**src/rtl/add_serial_param.sv**
```systemverilog
// Serial adder: latches two WIDTH-bit operands and adds DIGIT bits per cycle, LSB first.
// Optional subtract mode is enabled by defining ADD_SERIAL_SUB_EN.
module add_serial_param #(
    parameter int WIDTH = 8,
    parameter int DIGIT = 1
) (
    input  logic             clk,
    input  logic             rst,
    input  logic             en,
    input  logic             sub,
    input  logic [WIDTH-1:0] a,
    input  logic [WIDTH-1:0] b,
    output logic [WIDTH-1:0] out,
    output logic             cout,
    output logic             ovf,
    output logic             busy,
    output logic             done
);

    localparam int N  = WIDTH / DIGIT;
    localparam int CW = $clog2(N + 1);

    typedef enum logic [1:0] {
        IDLE = 2'd0,
        ADD  = 2'd1,
        DONE = 2'd2
    } state_t;

    state_t           state_q, state_d;
    logic [WIDTH-1:0] a_q, a_d;
    logic [WIDTH-1:0] b_q, b_d;
    logic [WIDTH-1:0] res_q, res_d;
    logic [CW-1:0]    count_q, count_d;
    logic             carry_q, carry_d;
    logic             cout_q, cout_d;
    logic             ovf_q, ovf_d;

    logic [WIDTH-1:0] b_eff;
    logic             c0;
    logic [DIGIT:0]   s;
    logic [WIDTH-1:0] res_shift;
    logic             last;

`ifdef ADD_SERIAL_SUB_EN
    assign b_eff = sub ? ~b : b;
    assign c0    = sub;
`else
    logic sub_unused;
    assign sub_unused = sub;
    assign b_eff      = b;
    assign c0         = 1'b0;
`endif

    assign s    = {1'b0, a_q[DIGIT-1:0]} + {1'b0, b_q[DIGIT-1:0]} + {{DIGIT{1'b0}}, carry_q};
    assign last = (count_q == CW'(N - 1));

    // Result digits enter at the MSB end so the final digit lands at the top.
    generate
        if (DIGIT == WIDTH) begin : g_single
            assign res_shift = s[DIGIT-1:0];
        end else begin : g_multi
            assign res_shift = {s[DIGIT-1:0], res_q[WIDTH-1:DIGIT]};
        end
    endgenerate

    always_ff @(posedge clk or negedge rst) begin
        if (!rst) begin
            state_q <= IDLE;
            a_q     <= '0;
            b_q     <= '0;
            res_q   <= '0;
            count_q <= '0;
            carry_q <= 1'b0;
            cout_q  <= 1'b0;
            ovf_q   <= 1'b0;
        end else begin
            state_q <= state_d;
            a_q     <= a_d;
            b_q     <= b_d;
            res_q   <= res_d;
            count_q <= count_d;
            carry_q <= carry_d;
            cout_q  <= cout_d;
            ovf_q   <= ovf_d;
        end
    end

    always_comb begin
        state_d = state_q;
        a_d     = a_q;
        b_d     = b_q;
        res_d   = res_q;
        count_d = count_q;
        carry_d = carry_q;
        cout_d  = cout_q;
        ovf_d   = ovf_q;
        case (state_q)
            IDLE, DONE: begin
                if (en) begin
                    a_d     = a;
                    b_d     = b_eff;
                    res_d   = '0;
                    count_d = '0;
                    carry_d = c0;
                    state_d = ADD;
                end
            end
            ADD: begin
                res_d   = res_shift;
                a_d     = a_q >> DIGIT;
                b_d     = b_q >> DIGIT;
                carry_d = s[DIGIT];
                count_d = count_q + CW'(1);
                if (last) begin
                    cout_d  = s[DIGIT];
                    // b_q already holds the inverted operand when subtracting.
                    ovf_d   = (a_q[DIGIT-1] == b_q[DIGIT-1]) & (s[DIGIT-1] != a_q[DIGIT-1]);
                    state_d = DONE;
                end
            end
            default: state_d = IDLE;
        endcase
    end

    // Partial digits stay hidden so the result reads zero until it is complete.
    assign out  = (state_q == DONE) ? res_q : '0;
    assign cout = cout_q;
    assign ovf  = ovf_q;
    assign busy = (state_q == ADD);
    assign done = (state_q == DONE);

endmodule
```
**config.mk**
```make
export PLATFORM = sky130hd
export DESIGN_NAME = add_serial_param
export DESIGN_NICKNAME = d
export VERILOG_FILES = /design/src/rtl/add_serial_param.sv
export SDC_FILE = /design/constraint.sdc
export NUM_CORES = 1
export LEC_CHECK = 0
export CORE_MARGIN = 2
export CORE_UTILIZATION = 53
export DETAILED_ROUTE_END_ITERATION = 8
export GPL_ROUTABILITY_DRIVEN = 0
export GPL_TIMING_DRIVEN = 0
export PLACE_DENSITY = 0.81
export SLEW_MARGIN = 20
export SYNTH_ARGS = -nofsm -noshare
export SYNTH_HDL_FRONTEND = slang
export SYNTH_SLANG_ARGS = --single-unit
export TNS_END_PERCENT = 30
```
**constraint.sdc**
```tcl
create_clock -name clk -period 3.5 [get_ports clk]
set_input_delay 0.35 -clock clk [delete_from_list [all_inputs] [get_ports clk]]
set_output_delay 0.35 -clock clk [all_outputs]
set_load 0.01 [all_outputs]
```
==> results.py <==
metrics = {
    "power": {
        "ir_worst_vdd_uv": 591,
        "p_leak_nw": 0.886,
        "total_power_mw": 1.63,
        "powerDensity_mw_per_mm2": 856,
    },
    "timing": {
        "worst_slew_pin_slew_ns": 0.704,
        "fin_skew_ns": 0.0116,
        "finalSetupViolCount": 0,
        "relSlewSlack_pct": 53.1,
        "post-route-period-util_pct": 64.3,
        "rsz0062_at_grt": "false",
        "fin_setup_tns_ns": 0,
        "final_max_slew_viol_count": 0,
        "max_freq_mhz": 444,
        "fin_ws_ns": 1.25,
        "hold_viol": 0,
        "post-route-min-period_ns": 2.25,
        "timing.hold.ws_ns": 0.0504,
    },
    "drt": {
        "drc": 0,
        "ant_nets": 0,
        "vias": 1144,
        "wl_per_cell_um": 15.0,
        "wl_um": 3040,
        "drt_iter0_drc": 44,
        "viasPerCell": 5.66,
        "first_pass_iters": 4,
    },
    "logic_synthesis": {
        "yosysSeqAreaShare_pct": 55.8,
        "synth_area_per_cell_um2": 11.1,
        "netlist_area_mm2": 0.00148,
        "synth.distinct_cells": 27,
        "synth-seq-cells": 33,
        "synth_edf_count": 0,
        "ys.flop_type": "dfrtp_1",
        "yosysWarningCount": 0,
        "ys_async_sr_fraction_pct": 100,
        "synthesis.nets": 155,
        "syn-instance-count": 133,
    },
    "setup_path": {
        "crit_top_cell": "buf_6",
        "setup.worst_path.start_class": "register",
        "critical_path.max_fanout": 10,
        "cp.arrival_ns": 1.90,
        "crit_required_ns": 3.15,
        "slowest_stage": "clkdlybuf4s50_1",
        "path_class": "reg2out",
        "crit_cells": 6,
        "reg2reg_to": "ovf",
        "path_cells": "nand2b_1, buf_6, inv_2, buf_6, buf_6, clkdlybuf4s50_1",
        "crit_family": "buffers and inverters",
        "cp_num_buf_inv": 5,
        "endpoint": "busy",
        "critical_path.endpoint_type": "output pin",
        "timing.rr.start": "a_q[0]",
        "r2r_slack_ns": 1.96,
        "cp-startpoint": "state_q[1]",
        "max_stage_delay_ns": 0.54,
        "r2r_cells": 5,
    },
    "clock_network": {
        "clockBufferDepth": 2,
        "cts_buffers": 5,
        "cts_sinks": 33,
        "clock_latency_ns": 0.33,
        "hold_buffers": 0,
        "cts_tree": "done",
        "clk_pin_slew_ns": 0.10,
        "h-tree-depth": 2,
        "ctsRootBufferMaster": "clkbuf_4",
        "post-cts-setup-buffer-count": 0,
        "cts_resized": 0,
    },
    "grt": {
        "track_usage_pct": 20.4,
        "grt_pass1_vias": 1095,
        "antenna_found_initial": 0,
        "grt_overflow": 0,
        "grt_first_pass_wirelength_um": 5060,
        "grt_max_degree": 34,
    },
    "cells_and_area": {
        "layout.nets": 192,
        "final_cells": 202,
        "fin_util_pct": 70.1,
        "post-route-cell-area_mm2": 0.00190,
        "insertedDiodeCount": 0,
        "final_layout_size_suffix_gt1_share_pct": 9.94,
        "areaGrowthSynthToFinish_pct": 28.3,
    },
    "floorplanning": {
        "io-pin-count": 32,
        "rows": 19,
        "die_h_um": 56.8,
        "fp.coreArea_mm2": 0.00271,
        "die_area_mm2": 0.00323,
        "die_x_um": 56.8,
        "start_util_pct": 54.6,
    },
    "status": {
        "status": "complete, no violations",
    },
    "run": {
        "maxCapViolCount": 0,
    },
    "worst_hold_path": {
        "hp-class": "in2async",
    },
    "placed_design": {
        "dpl.hpwl_um": 2190,
        "dp_slack_ns": 1.63,
        "place_area_mm2": 0.00181,
        "io_buffers": 30,
        "dp.cells": 194,
    },
}
placed cells by master, fill, tap and decap left out:
cell,count
a221o_1,2
a22o_1,11
a22oi_1,12
and2_1,8
and3b_1,1
buf_2,3
buf_4,1
buf_6,4
bufinv_16,1
clkbuf_1,4
clkbuf_4,5
clkbuf_8,1
clkdlybuf4s50_1,29
dfrtp_1,33
fa_1,1
ha_1,1
inv_1,5
inv_2,1
mux2_2,1
mux2i_1,3
nand2_1,15
nand2b_1,2
nand3_1,13
nand4_1,1
nor2_1,2
nor2b_1,3
nor3_1,2
o21ai_0,2
o2bb2ai_1,2
or3_1,1
xnor2_1,1
registers in the layout, summed over array words and instances (netlist names):
name     cells
cout         1
a_q          8
count_q      4
b_q          8
ovf          1
carry_q      1
res_q        8
state_q      2
final cells by class:
class                      instances  area (µm²)
fill                             222         811
tap                               31        38.8
inverter                           6        22.5
clock buffer                       7        55.1
timing repair buffer              30         295
multi-input combinational         84         558
sequential                        33         826
buffer                            10        73.8
clock inverter                     1        30.0
where the power goes:
group	leakage, nW	switching [mW]	internal [mW]	total [mW]
logic	0.419	0.336	0.331	0.667
registers	0.421	0.110	0.552	0.661
clock network	0.0455	0.127	0.171	0.297
total	0.886	0.572	1.05	1.63
kinds of logic after synthesis:
logic type               share of synthesized area, %
AND/OR/NAND/NOR                                  16.3
flip-flops                                       55.8
AO/OA/AOI/OAI                                    15.8
buffers and inverters                            6.51
multiplexers                                     2.79
adder cells (fa/ha/maj)                          2.20
XOR/XNOR                                        0.592
worst min path at each step:
| stage | to | cells past startpoint |
|---|---|---|
| after floorplan | a_q[0] | 0 |
| after global placement | count_q[3] | 1 |
| after detailed placement | res_q[0] | 1 |
| after CTS | res_q[4] | 1 |
| after global routing | res_q[0] | 1 |
| final | res_q[2] | 1 |
cells in the mapped netlist (2+ instances only):
master     count  area (µm²)
a221o_1        2        20.0
clkbuf_1       3        11.3
a22oi_1       12        90.1
o21ai_0        2        10.0
a22o_1        11        96.3
nor3_1         2        10.0
nand2b_1       2        12.5
buf_2          2        10.0
nand2_1       15        56.3
and2_1         8        50.1
o2bb2ai_1      2        17.5
inv_1          5        18.8
nor2b_1        3        18.8
nor2_1         2        7.51
dfrtp_1       33         826
buf_6          4        45.0
nand3_1       13        65.1
mux2i_1        3        30.0
routing by layer:
| metal | up-vias | track usage [%] | part of all wire, % |
|---|---|---|---|
| met5 | - | 0 | 0 |
| met4 | 0 | 6.64 | 0.99 |
| met3 | 5 | 4.84 | 7.0 |
| met2 | 41 | 34.1 | 50 |
| met1 | 556 | 26.3 | 42 |
| li1 | 542 | - | - |
No activity file was read; power rests on OpenSTA's default activity.
